==> src/rtl/sevenseg_scan_ctrl.sv <==
// Wishbone-slave multiplexed seven-segment controller: DATA/CTRL/BLINK/STAT registers and a digit scanner.
// Optional blinking (BLINK register, frame counter, blink phase) is built when SEVENSEG_BLINK_EN is defined.
module sevenseg_scan_ctrl #(
    parameter int          NUM_DIGITS     = 4,
    parameter int          PRESCALE       = 1000,
    parameter logic [31:0] BASE_ADDR      = 32'h3000_0000,
    parameter bit          SEG_ACTIVE_LOW = 1'b0
) (
    input  logic                    wb_clk_i,
    input  logic                    wb_rst_i,
    input  logic                    wbs_stb_i,
    input  logic                    wbs_cyc_i,
    input  logic                    wbs_we_i,
    input  logic [3:0]              wbs_sel_i,
    input  logic [31:0]             wbs_adr_i,
    input  logic [31:0]             wbs_dat_i,
    output logic                    wbs_ack_o,
    output logic [31:0]             wbs_dat_o,
    output logic [7:0]              seg_o,
    output logic [NUM_DIGITS-1:0]   dig_o,
    output logic [NUM_DIGITS+7:0]   io_oeb_o
);
    localparam int          PW         = $clog2(PRESCALE);
    localparam logic [PW-1:0] PRESC_MAX = PW'(PRESCALE - 1);
    localparam logic [2:0]  IDX_MAX    = 3'(NUM_DIGITS - 1);
    localparam logic [31:0] CTRL_MASK  = 32'h0000_FF01;

    logic [31:0]   data_q, data_d;
    logic [31:0]   ctrl_q, ctrl_d;
    logic          ack_q, ack_d;
    logic [31:0]   dat_q, dat_d;
    logic [PW-1:0] presc_q, presc_d;
    logic [2:0]    idx_q, idx_d;
    logic [7:0]    seg_q, seg_d;
    logic [NUM_DIGITS-1:0] dig_q, dig_d;
    logic          blink_phase;
    logic          blank;

    logic          hit, accept, wr, en, slot_end, frame_end;
    logic [1:0]    reg_sel;
    logic [31:0]   rdata;
    logic [3:0]    digit;
    logic [7:0]    onehot;
    logic          unused_adr_lsb;

    function automatic logic [31:0] merge_bytes(input logic [31:0] old_v, input logic [31:0] new_v,
                                                input logic [3:0] sel);
        logic [31:0] r;
        for (int b = 0; b < 4; b++) begin
            r[8*b +: 8] = sel[b] ? new_v[8*b +: 8] : old_v[8*b +: 8];
        end
        return r;
    endfunction

    function automatic logic [6:0] hex_glyph(input logic [3:0] v);
        case (v)
            4'h0: hex_glyph = 7'h3F;  4'h1: hex_glyph = 7'h06;
            4'h2: hex_glyph = 7'h5B;  4'h3: hex_glyph = 7'h4F;
            4'h4: hex_glyph = 7'h66;  4'h5: hex_glyph = 7'h6D;
            4'h6: hex_glyph = 7'h7D;  4'h7: hex_glyph = 7'h07;
            4'h8: hex_glyph = 7'h7F;  4'h9: hex_glyph = 7'h6F;
            4'hA: hex_glyph = 7'h77;  4'hB: hex_glyph = 7'h7C;
            4'hC: hex_glyph = 7'h39;  4'hD: hex_glyph = 7'h5E;
            4'hE: hex_glyph = 7'h79;  default: hex_glyph = 7'h71;
        endcase
    endfunction

    // A strobe held while ack is high is not re-accepted, so back-to-back strobes ack every 2nd cycle.
    assign hit       = wbs_stb_i & wbs_cyc_i & (wbs_adr_i[31:4] == BASE_ADDR[31:4]);
    assign accept    = hit & ~ack_q;
    assign wr        = accept & wbs_we_i;
    assign reg_sel   = wbs_adr_i[3:2];
    assign unused_adr_lsb = &{1'b0, wbs_adr_i[1:0]};

    assign en        = ctrl_q[0];
    assign slot_end  = (presc_q == PRESC_MAX);
    assign frame_end = slot_end && (idx_q == IDX_MAX);
    assign digit     = data_q[{idx_q, 2'b00} +: 4];
    assign onehot    = 8'(1) << idx_q;

`ifdef SEVENSEG_BLINK_EN
    localparam logic [7:0] BLINK_MASK = 8'((1 << NUM_DIGITS) - 1);
    logic [7:0]  blink_q, blink_d;
    logic [7:0]  frame_q, frame_d;
    logic [31:0] blink_wr;
    logic        phase_q, phase_d;

    assign blink_phase = phase_q;
    assign blank       = phase_q & blink_q[idx_q];
    assign blink_wr    = merge_bytes({24'h0, blink_q}, wbs_dat_i, wbs_sel_i);

    always_comb begin
        blink_d = blink_q;
        frame_d = frame_q;
        phase_d = phase_q;
        if (wr && reg_sel == 2'd2) begin
            blink_d = blink_wr[7:0] & BLINK_MASK;
        end
        // Disabling the scanner also restarts the blink timing.
        if (!en) begin
            frame_d = 8'h00;
            phase_d = 1'b0;
        end else if (frame_end) begin
            frame_d = frame_q + 8'h01;
            if (frame_q == 8'hFF) phase_d = ~phase_q;
        end
    end

    always_ff @(posedge wb_clk_i or posedge wb_rst_i) begin
        if (wb_rst_i) begin
            blink_q <= '0;
            frame_q <= '0;
            phase_q <= 1'b0;
        end else begin
            blink_q <= blink_d;
            frame_q <= frame_d;
            phase_q <= phase_d;
        end
    end
`else
    assign blink_phase = 1'b0;
    assign blank       = 1'b0;
`endif

    always_comb begin
        data_d = data_q;
        ctrl_d = ctrl_q;
        if (wr && reg_sel == 2'd0) data_d = merge_bytes(data_q, wbs_dat_i, wbs_sel_i);
        if (wr && reg_sel == 2'd1) ctrl_d = merge_bytes(ctrl_q, wbs_dat_i, wbs_sel_i) & CTRL_MASK;

        rdata = 32'h0;
        case (reg_sel)
            2'd0: rdata = data_q;
            2'd1: rdata = ctrl_q;
`ifdef SEVENSEG_BLINK_EN
            2'd2: rdata = {24'h0, blink_q};
`else
            2'd2: rdata = 32'h0;
`endif
            default: rdata = {23'h0, blink_phase, 5'h0, idx_q};
        endcase
        ack_d = accept;
        dat_d = (accept && !wbs_we_i) ? rdata : 32'h0;
    end

    always_comb begin
        presc_d = presc_q;
        idx_d   = idx_q;
        if (!en) begin
            presc_d = '0;
            idx_d   = 3'd0;
        end else if (slot_end) begin
            presc_d = '0;
            idx_d   = (idx_q == IDX_MAX) ? 3'd0 : idx_q + 3'd1;
        end else begin
            presc_d = presc_q + PW'(1);
        end
        // First cycle of each slot keeps all digits dark to avoid ghosting.
        seg_d = (en && !blank) ? {ctrl_q[8 + idx_q], hex_glyph(digit)} : 8'h00;
        dig_d = (en && presc_q != '0) ? onehot[NUM_DIGITS-1:0] : '0;
    end

    always_ff @(posedge wb_clk_i or posedge wb_rst_i) begin
        if (wb_rst_i) begin
            data_q  <= '0;
            ctrl_q  <= '0;
            ack_q   <= 1'b0;
            dat_q   <= '0;
            presc_q <= '0;
            idx_q   <= '0;
            seg_q   <= '0;
            dig_q   <= '0;
        end else begin
            data_q  <= data_d;
            ctrl_q  <= ctrl_d;
            ack_q   <= ack_d;
            dat_q   <= dat_d;
            presc_q <= presc_d;
            idx_q   <= idx_d;
            seg_q   <= seg_d;
            dig_q   <= dig_d;
        end
    end

    assign wbs_ack_o = ack_q;
    assign wbs_dat_o = dat_q;
    assign seg_o     = SEG_ACTIVE_LOW ? ~seg_q : seg_q;
    assign dig_o     = SEG_ACTIVE_LOW ? ~dig_q : dig_q;
    assign io_oeb_o  = '0;
endmodule

==> config.mk <==
export PLATFORM = sky130hd
export DESIGN_NAME = sevenseg_scan_ctrl
export DESIGN_NICKNAME = d
export VERILOG_FILES = /design/src/rtl/sevenseg_scan_ctrl.sv
export SDC_FILE = /design/constraint.sdc
export NUM_CORES = 1
export LEC_CHECK = 0
export BUFFER_PORTS_ARGS = -buffer_cell sky130_fd_sc_hd__buf_2
export CELL_PAD_IN_SITES_DETAIL_PLACEMENT = 1
export CELL_PAD_IN_SITES_GLOBAL_PLACEMENT = 2
export CORE_ASPECT_RATIO = 1.25
export CORE_MARGIN = 2
export CORE_UTILIZATION = 35
export CTS_CLUSTER_DIAMETER = 40
export DETAILED_ROUTE_END_ITERATION = 8
export HOLD_SLACK_MARGIN = 0.08
export PLACE_DENSITY_LB_ADDON = 0.1
export SYNTH_ARGS = -nofsm -noshare
export SYNTH_HDL_FRONTEND = slang
export SYNTH_SLANG_ARGS = --single-unit
==> constraint.sdc <==
create_clock -name wb_clk_i -period 4.05 [get_ports wb_clk_i]
set_clock_uncertainty 0.15 [all_clocks]
set_input_delay 0.405 -clock wb_clk_i [delete_from_list [all_inputs] [get_ports wb_clk_i]]
set_output_delay 0.405 -clock wb_clk_i [all_outputs]
set_load 0.01 [all_outputs]
==> summary.md, run 1 <==
| Metric | Value |
|---|---|
| Status | `complete, no violations` |
| Post-CTS sizing | `0` |
| RR Startpoint | `idx_q[1]` |
| First-pass GRT wire length | `around 18,000 µm` |
| Relative slew slack | `approximately two fifths` |
| Synth top cells by count | `dfrtp_1 (99), mux2_2 (35), and2_1 (25)` |
| I/O pins | `130` |
| Initial drt markers | `70` |
| DR vias/cell | `4.79` |
| First drt pass iteration count | `4` |
| Worst R2R Setup Slack | `approximately 1.1 ns` |
| Root buffer cell | `clkbuf_16` |
| Number of warnings issued by yosys | `0` |
| Area of the multi-input gates | `2110 µm²` |
| H-tree depth | `3` |
| IO buf count | `115` |
| Critical path type | `flip-flop to flip-flop` |
| Synth Instances | `351` |
| Critical path's slowest cell | `dfrtp_1` |
| CP endpoint kind | `flip-flop` |
| Largest net degree at the start of global routing | `38` |
| Total gr overflow | `0` |
| Die X | `~110 µm` |
| Num CTS Buffers | `9` |
| Top post-synthesis cells by area | `dfrtp_1 (52%), mux2_2 (8.3%), nor4_4 (4.9%), mux4_2 (4.8%), mux2i_1 (3.8%)` |
| Core area | `13,200 µm²` |
| Slew @ Worst Pin | `0.866 ns` |
| Die area | `14,500 µm²` |
| CP required | `4.16 ns` |
| WL/cell | `17.6 µm` |
| Post-CTS setup buffer count | `0` |
| Most common cell in the synthesized netlist | `dfrtp_1` |
| Worst hold path class | `input port to flip-flop` |
| Critical path cell sequence | `mux4_2 > mux2i_1 > inv_1 > ha_1 > mux2_2 > o2bb2ai_1` |
| WP data arrival | `3.01 ns` |
| Pre-CTS setup slack | `1.10 ns` |
| Fmax | `344 MHz` |
| Final wirelength | `around 11,000 µm` |
| Post-synth EDFFs | `0` |
| Syn Area/Cell | `roughly 13 µm²` |
| Antenna violations before repair | `0` |
| Switching share of power | `a little under a quarter` |
| Biggest cell delay along the critical path | `0.65 ns` |
| Sequential area share after synthesis | `between 50 and 60%` |
| Maximum fanout along the worst path | `10` |
| Final hold violation count | `0` |
| Reg2reg end | `seg_o[0]` |
| Fin crit share | `71.7%` |
| Power Dens Cells | `332 nW/µm²` |
| Clock Latency Late Sink | `0.35 ns` |
| Clk slew on worst S/H paths | `0.07 ns` |
| Cell variety after synth | `43` |
| Synth top area share | `52.4%` |
| Min-Delay Endpoint | `data_q[24]` |
| Setup violators final | `0` |
| Post-route setup TNS | `0 ns` |
| Post-DP HPWL | `8590 µm` |
| Storage element area | `~2500 µm²` |
| Gr usage total | `approximately 17%` |
| Hold path start | `wbs_dat_i[24]` |
| CTS tree | `yes` |
| Cell area after synthesis | `4730 µm²` |
| Row count | `47` |
| Die Ht | `134 µm` |
| Leak | `~3.0 nW` |
| CP Launch Point | `idx_q[1]` |
| Reg power frac | `51.6%` |
| Max Slew Vio Count | `0` |
| Routed via count | `3,096` |
| Yosys reg bits | `99` |
| Post-DRT Antenna Nets | `0` |
| Clock share of power | `roughly 44%` |
| Layout cells sized above 1 | `roughly 45%` |
| Total Nets Final | `~560` |
| RSZ-0062 raised after global routing | `no` |
| CTS sink count | `99` |
| Hold Path Depth | `2` |
| Placer Congestion | `0.731` |
| Startpoint Class | `flip-flop` |
| Max-Cap Viols | `0` |
| Peak VDD IR | `0.000233 V` |
| Post-route setup slack | `1.15 ns` |
| Area Overhead vs Synth | `22.0%` |
| Post-synth top area cell | `dfrtp_1` |
| Starting Density | `between 30% and 40%` |
| CTS max path bufs | `2` |
| Vias in the first global route | `3,452` |
| Async S/R FF share, synth | `100%` |
| FF-to-FF path depth | `6` |
| FILL cells | `1,428` |
| Most used DFF post-synth | `dfrtp_1` |
| Cell-internal power | `between 1 and 1.5 mW` |
| Switching pwr | `459 µW` |
| DRC Markers | `0` |
| Fin crit period | `2.90 ns` |
| Logic pwr share | `under 10%` |
| Inserted Diodes | `0` |
-- state kept, by name, summed over array words and instances (netlist names) --
signal	count
data_q	32
ctrl_q	9
seg_o	8
presc_q	10
idx_q	3
wbs_dat_o	32
wbs_ack_o	1
dig_o	4
-- cells in the final DEF (no fill, tap or decap), drive strengths merged, types with 2 or more instances in the layout --
cell	Yosys	routed
nor3	7	7
nand4	3	3
xnor2	6	6
a211oi	2	2
dfrtp	99	99
nand2b	4	4
and2	25	25
mux4	10	10
nor2	16	16
clkbuf	8	9
inv	12	17
conb	1	12
a21oi	4	4
ha	12	12
nor2b	8	8
or4	2	2
and3	3	3
or2	2	2
mux2	44	44
buf	16	121
nand2	15	15
xor2	2	2
nor4	14	14
mux2i	18	18
a311oi	2	2
o221a	3	3
clkinv	1	3
nand3	4	4
-- cell type report --
cell class	instances	share of cell area, %
clock buffers	9	3.90
clock inverters	7	1.15
inverters	13	0.889
multi-input cells	226	36.5
flip-flops and latches	99	42.9
well taps	171	3.71
repair buffers	122	10.9
-- worst max-delay path: cells and delay by family (launching register included) --
family	cells	cell delay, ns
buf+inv	1	0.18
fa+ha+maj	1	0.30
flops	1	0.65
compound gates	1	0.13
mux	3	1.41
-- logic make-up (layout without fill, tap and decap cells) --
group,Yosys count,count (layout),share of synthesized area (%)
AND/OR/NAND/NOR,106,106,16.5
flip-flops,99,99,52.4
multiplexers,72,72,19.7
buffers and inverters,37,151,4.12
AO/OA/AOI/OAI,16,16,2.62
adder cells (fa/ha/maj),12,12,3.17
XOR/XNOR,8,8,1.48
other,1,12,0.0792
-- worst max path at each step --
| stage | endpoint |
|---|---|
| 6_report | seg_o[0] |
| 5_1_grt | seg_o[0] |
| 4_1_cts | seg_o[0] |
| 3_5_place_dp | seg_o[0] |
| 3_3_place_gp | seg_o[3] |
| 2_1_floorplan | ctrl_q[0] |
-- through the flow --
step	instance area, µm²	utilization, %	std cells	total power [mW]	hold slack [ns]
2_1_floorplan	4770	-	362	1.05	0.313
3_3_place_gp	5470	41.3	630	1.09	0.272
3_5_place_dp	5470	41.3	630	1.10	0.277
4_1_cts	5770	43.6	647	1.95	0.117
5_1_grt	5770	43.6	647	2.00	0.125
6_report	5770	43.6	647	1.91	0.130
-- power groups by stage --
stage          clock [mW]  sequential (mW)  combinational [mW]
2_1_floorplan           0             1.01              0.0453
3_3_place_gp            0             1.01              0.0873
3_5_place_dp            0             1.01              0.0890
4_1_cts             0.872            0.987              0.0899
5_1_grt             0.916            0.987              0.0975
6_report            0.840            0.988              0.0873
-- layer usage --
layer  GRT usage [%]  vias to the layer above  wire length [µm]
met5               0                        -                 0
met4            4.27                        0               102
met3            3.94                        7               510
met2            29.8                       85              6010
met1            20.4                     1557              4760
li1                -                     1447                 -
-- repair_timing --
action / 4_1_cts / 5_1_grt
setup endpoints to repair: 0 / 0
hold endpoints to repair: 30 / 0
hold buffers: 1 / 0
Power figures use the tool's default switching activity.
==> run 2, diff against run 1 <==
- clock period: 4.05 -> 3 ns (I/O delays scaled with it)
==> run 2 against run 1 <==
Critical path type unchanged. Largest power group unchanged. Count of clock-buffer cells in the layout unchanged. Cell count is 5.7% higher. Core utilization up 3.0 points. Die area stayed put. Highest routed layer unchanged.
==> summary.md, run 2 (same netlist as run 1, synthesis figures left out) <==
| Metric | Value |
|---|---|
| H-tree depth | `3 (unchanged)` |
| Fin crit period | `2.56 ns (was 2.90 ns)` |
| Critical path type | `flip-flop to flip-flop (unchanged)` |
| Final wirelength | `11,500 µm (was 11,400 µm)` |
| Layout cells sized above 1 | `42.3% (was 44.5%)` |
| CP Launch Point | `idx_q[1] (unchanged)` |
| Fin crit share | `85.5% (was 71.7%)` |
| Row count | `47 (unchanged)` |
| CP endpoint kind | `flip-flop (unchanged)` |
| Area Overhead vs Synth | `30.4% (was 22.0%)` |
| Relative slew slack | `52.2% (was 41.8%)` |
| DR vias/cell | `4.73 (was 4.79)` |
| Maximum fanout along the worst path | `13 (was 10)` |
| Crit path capture | `seg_o[2] (was seg_o[0])` |
| WL/cell | `16.8 µm (was 17.6 µm)` |
| Post-DRT Antenna Nets | `0 (unchanged)` |
| Power Dens Cells | `440 nW/µm² (was 332 nW/µm²)` |
| Die Ht | `134 µm (unchanged)` |
| Post-DP HPWL | `8620 µm (was 8590 µm)` |
| Clock Latency Late Sink | `0.36 ns (was 0.35 ns)` |
| Most common cell after layout, fill and taps aside | `buf_2 (unchanged)` |
| Total Nets Final | `593 (was 556)` |
| Leak | `3.12 nW (was 2.95 nW)` |
| CTS tree | `yes (unchanged)` |
| Setup violators final | `0 (unchanged)` |
| I/O pins | `130 (unchanged)` |
| Most frequent cells in the layout | `buf_2 (115), dfrtp_1 (99), mux2_2 (35), dlygate4sd3_1 (33), and2_1 (25) (was buf_2 (115), dfrtp_1 (99), mux2_2 (35), and2_1 (25), mux2i_1 (18))` |
| Worst R2R Setup Slack | `0.44 ns (was 1.15 ns)` |
| First-pass GRT wire length | `18,700 µm (was 18,400 µm)` |
| Placer Congestion | `0.766 (was 0.731)` |
| Starting Density | `35.8% (unchanged)` |
| FF-to-FF path depth | `5 (was 6)` |
| Core area | `13,200 µm² (unchanged)` |
| Initial drt markers | `83 (was 70)` |
| Final hold violation count | `0 (unchanged)` |
| Routed via count | `3,237 (was 3,096)` |
| Slew @ Worst Pin | `0.711 ns (was 0.866 ns)` |
| CP required | `3.09 ns (was 4.16 ns)` |
| Clk slew on worst S/H paths | `0.07 ns (about the same)` |
| Die area | `14,500 µm² (unchanged)` |
| Worst hold path class | `input port to flip-flop (unchanged)` |
| RSZ-0062 raised after global routing | `no (unchanged)` |
| Total gr overflow | `0 (unchanged)` |
| Post-route setup TNS | `0 ns (unchanged)` |
| Root buffer cell | `clkbuf_16 (unchanged)` |
| First drt pass iteration count | `4 (unchanged)` |
| Tot Pwr | `2.71 mW (was 1.91 mW)` |
| RR Startpoint | `idx_q[1] (unchanged)` |
| Inserted Diodes | `0 (unchanged)` |
| Max-Cap Viols | `0 (unchanged)` |
| DRC Markers | `0 (unchanged)` |
| Post-CTS setup buffer count | `0 (unchanged)` |
| CTS max path bufs | `2 (unchanged)` |
| Vias in the first global route | `3,474 (was 3,452)` |
| Largest net degree at the start of global routing | `57 (was 38)` |
| IO buf count | `115 (unchanged)` |
| Num CTS Buffers | `9 (unchanged)` |
| Startpoint Class | `flip-flop (unchanged)` |
| WP data arrival | `2.65 ns (was 3.01 ns)` |
| Peak VDD IR | `0.000264 V (was 0.000233 V)` |
| Max Slew Vio Count | `0 (unchanged)` |
| Die X | `108 µm (unchanged)` |
| Reg2reg end | `seg_o[2] (was seg_o[0])` |
| Fmax | `390 MHz (was 344 MHz)` |
| CTS sink count | `99 (unchanged)` |
| Status | `complete, no violations (unchanged)` |
| Gr usage total | `17.3% (was 16.8%)` |
| Antenna violations before repair | `0 (unchanged)` |
[run 2: layout make-up]
type                       instances  area [µm²]
clock buffer                       9         225
clock inverter                     7        92.6
fill                            1436        7060
inverter                          13        52.6
multi-input combinational        226        2110
sequential                        99        2480
tap                              171         214
timing repair buffer             159        1000
[run 2: how the worst min path moves through the flow]
stage / end / start / cells past startpoint
floorplan: data_q[24] / wbs_dat_i[24] / 1
global placement: wbs_dat_o[4] / wb_rst_i / 2
detailed placement: wbs_dat_o[6] / wb_rst_i / 2
CTS: wbs_dat_o[0] / wbs_we_i / 2
global route: wbs_dat_o[0] / wbs_we_i / 2
finish: wbs_dat_o[0] / wbs_we_i / 2
[run 2: power by group]
part / switching, mW / internal (mW)
combinational: 0.0775 / 0.0735
clock: 0.559 / 0.669
sequential: 0.00000000255 / 1.33
total: 0.636 / 2.08
[run 2: what timing repair did]
action                    CTS  global route
hold buffers               33             0
hold endpoints to repair   56             0
resized for setup           0             0
[run 2: routing by layer]
metal | up-vias | track usage [%] | part of all wire, %
met2 | 96 | 29.7 | 52
met1 | 1609 | 21.3 | 42
met4 | 0 | 7.69 | 2.1
met3 | 14 | 2.92 | 4.2
li1 | 1518 | - | -
met5 | - | 0 | 0
[run 2: worst max-delay path, cell delays in order, from the launching register on]
cell	delay, ns
dfrtp_1	0.66
buf_4	0.26
mux4_2	0.49
mux2_2	0.40
nand2b_1	0.21
o221a_2	0.26
[run 2: through the flow]
| stage | worst slack (ns) | hold slack (ns) | cell area [µm²] | cells | util (%) |
|---|---|---|---|---|---|
| final | 0.436 | 0.0994 | 6170 | 684 | 46.6 |
| after global routing | 0.281 | 0.112 | 6170 | 684 | 46.6 |
| after CTS | 0.384 | 0.0935 | 6170 | 684 | 46.6 |
| after detailed placement | 0.417 | 0.164 | 5520 | 635 | 41.7 |
| after global placement | 0.433 | 0.155 | 5520 | 635 | 41.7 |
| after floorplan | 0.447 | 0.285 | 4780 | 362 | - |
==> run 3, diff against run 2 <==
- RECOVER_POWER: unset -> 50
==> run 3 against run 2 <==
Clock power is essentially flat. Critical path type unchanged. First-iteration DRC count shrank 2.4%. Count of clock-buffer cells in the layout is the same.
==> summary.md, run 3 (same netlist as run 1, synthesis figures left out) <==
| Metric | Value |
|---|---|
| Status | `complete, no violations (unchanged)` |
| FILL cells | `1,445 (was 1,436)` |
| H-tree depth | `3 (unchanged)` |
| WL/cell | `16.8 µm (about the same)` |
| Post-CTS setup buffer count | `0 (unchanged)` |
| Clk slew on worst S/H paths | `0.07 ns (about the same)` |
| Post-route setup TNS | `0 ns (unchanged)` |
| Vias in the first global route | `3,474 (unchanged)` |
| Gr usage total | `17.3% (unchanged)` |
| Die area | `14,500 µm² (unchanged)` |
| Starting Density | `35.8% (unchanged)` |
| Slew @ Worst Pin | `1.36 ns (was 0.711 ns)` |
| Post-DRT Antenna Nets | `0 (unchanged)` |
| Antenna violations before repair | `0 (unchanged)` |
| Post-DP HPWL | `8620 µm (unchanged)` |
| Critical path type | `flip-flop to flip-flop (unchanged)` |
| Largest net degree at the start of global routing | `57 (unchanged)` |
| IO buf count | `115 (unchanged)` |
| Total Nets Final | `593 (unchanged)` |
| Row count | `47 (unchanged)` |
| Initial drt markers | `81 (was 83)` |
| Most common cell after layout, fill and taps aside | `dfrtp_1 (was buf_2)` |
| Fmax | `390 MHz (about the same)` |
| Worst hold path class | `input port to flip-flop (unchanged)` |
| Max Slew Vio Count | `0 (unchanged)` |
| Layout Utilization | `46.0% (was 46.6%)` |
| CTS tree | `yes (unchanged)` |
| Peak VDD IR | `0.000264 V (about the same)` |
| Maximum fanout along the worst path | `13 (unchanged)` |
| CTS sink count | `99 (unchanged)` |
| First drt pass iteration count | `4 (unchanged)` |
| Relative slew slack | `9.33% (was 52.2%)` |
| Power Dens Cells | `444 nW/µm² (was 440 nW/µm²)` |
| Final hold violation count | `0 (unchanged)` |
| Most frequent cells in the layout | `dfrtp_1 (99), buf_2 (69), clkbuf_1 (46), mux2_2 (35), dlygate4sd3_1 (33) (was buf_2 (115), dfrtp_1 (99), mux2_2 (35), dlygate4sd3_1 (33), and2_1 (25))` |
| Placer Congestion | `0.766 (unchanged)` |
| Layout cells sized above 1 | `33.3% (was 42.3%)` |
| CP required | `3.09 ns (about the same)` |
| WP data arrival | `2.65 ns (about the same)` |
| Core area | `13,200 µm² (unchanged)` |
| Total gr overflow | `0 (unchanged)` |
| Leak | `2.91 nW (was 3.12 nW)` |
| Num CTS Buffers | `9 (unchanged)` |
| DRC Markers | `0 (unchanged)` |
| Post-CTS Hold Fix Bufs | `33 (unchanged)` |
| Max-Cap Viols | `0 (unchanged)` |
| Die X | `108 µm (unchanged)` |
| Startpoint Class | `flip-flop (unchanged)` |
| Setup violators final | `0 (unchanged)` |
| First-pass GRT wire length | `18,700 µm (unchanged)` |
| Final wirelength | `11,500 µm (about the same)` |
| Area Overhead vs Synth | `28.7% (was 30.4%)` |
| Routed via count | `3,236 (was 3,237)` |
| Fin crit share | `85.4% (was 85.5%)` |
| Root buffer cell | `clkbuf_16 (unchanged)` |
| I/O pins | `130 (unchanged)` |
| Worst hold margin | `0.0995 ns (was 0.0994 ns)` |
| Tot Pwr | `2.71 mW (about the same)` |
| Inserted Diodes | `0 (unchanged)` |
| Post-CTS sizing | `0 (unchanged)` |
| DR vias/cell | `4.73 (about the same)` |
| CP endpoint kind | `flip-flop (unchanged)` |
| Clock Latency Late Sink | `0.36 ns (about the same)` |
| Fin crit period | `2.56 ns (about the same)` |
| Die Ht | `134 µm (unchanged)` |
| RSZ-0062 raised after global routing | `no (unchanged)` |
| CTS max path bufs | `2 (unchanged)` |
-- run 3: through the flow --
step                      cell area, µm²  cells  worst slack (ns)
after floorplan                     4780    362             0.447
after global placement              5520    635             0.433
after detailed placement            5520    635             0.417
after CTS                           6170    684             0.384
after global routing                6090    684             0.171
final                               6090    684             0.439
-- run 3: worst paths after layout --
path	depth (start not counted)	slack (ns)	from	endpoint
max	5	0.44	idx_q[1]	seg_o[2]
min	2	0.1	wbs_we_i	wbs_dat_o[0]
max reg2reg	5	0.44	idx_q[1]	seg_o[2]
min reg2reg	1	0.37	data_q[31]	wbs_dat_o[31]
max in group asynchronous	4	0.57	wb_rst_i	wbs_dat_o[11]
min in group asynchronous	3	0.39	wb_rst_i	wbs_dat_o[30]
-- run 3: cell type report --
class	instances	area (µm²)	share of cell area (%)
tap	171	214	3.51
timing repair buffer	159	926	15.2
sequential	99	2480	40.7
clock buffer	9	225	3.70
multi-input combinational	226	2110	34.6
inverter	13	50.0	0.822
clock inverter	7	92.6	1.52
-- run 3: metal layers --
layer | up-vias | wire length (µm) | track usage [%] | part of all wire, %
met5 | - | 0 | 0 | 0
met4 | 0 | 238 | 7.69 | 2.1
met3 | 14 | 505 | 2.92 | 4.4
met2 | 94 | 5940 | 29.7 | 52
met1 | 1610 | 4830 | 21.3 | 42
li1 | 1518 | - | - | -
-- run 3: power by group --
group	switching (mW)	leakage, nW	internal [mW]
registers	0.00000000256	1.38	1.33
clock network	0.558	0.155	0.669
logic	0.0770	1.37	0.0705
total	0.635	2.91	2.07
-- run 3: critical path: stages, from the launching register on --
cell	delay, ns
dfrtp_1	0.66
buf_4	0.26
mux4_2	0.49
mux2_2	0.40
nand2b_1	0.21
o221a_2	0.26
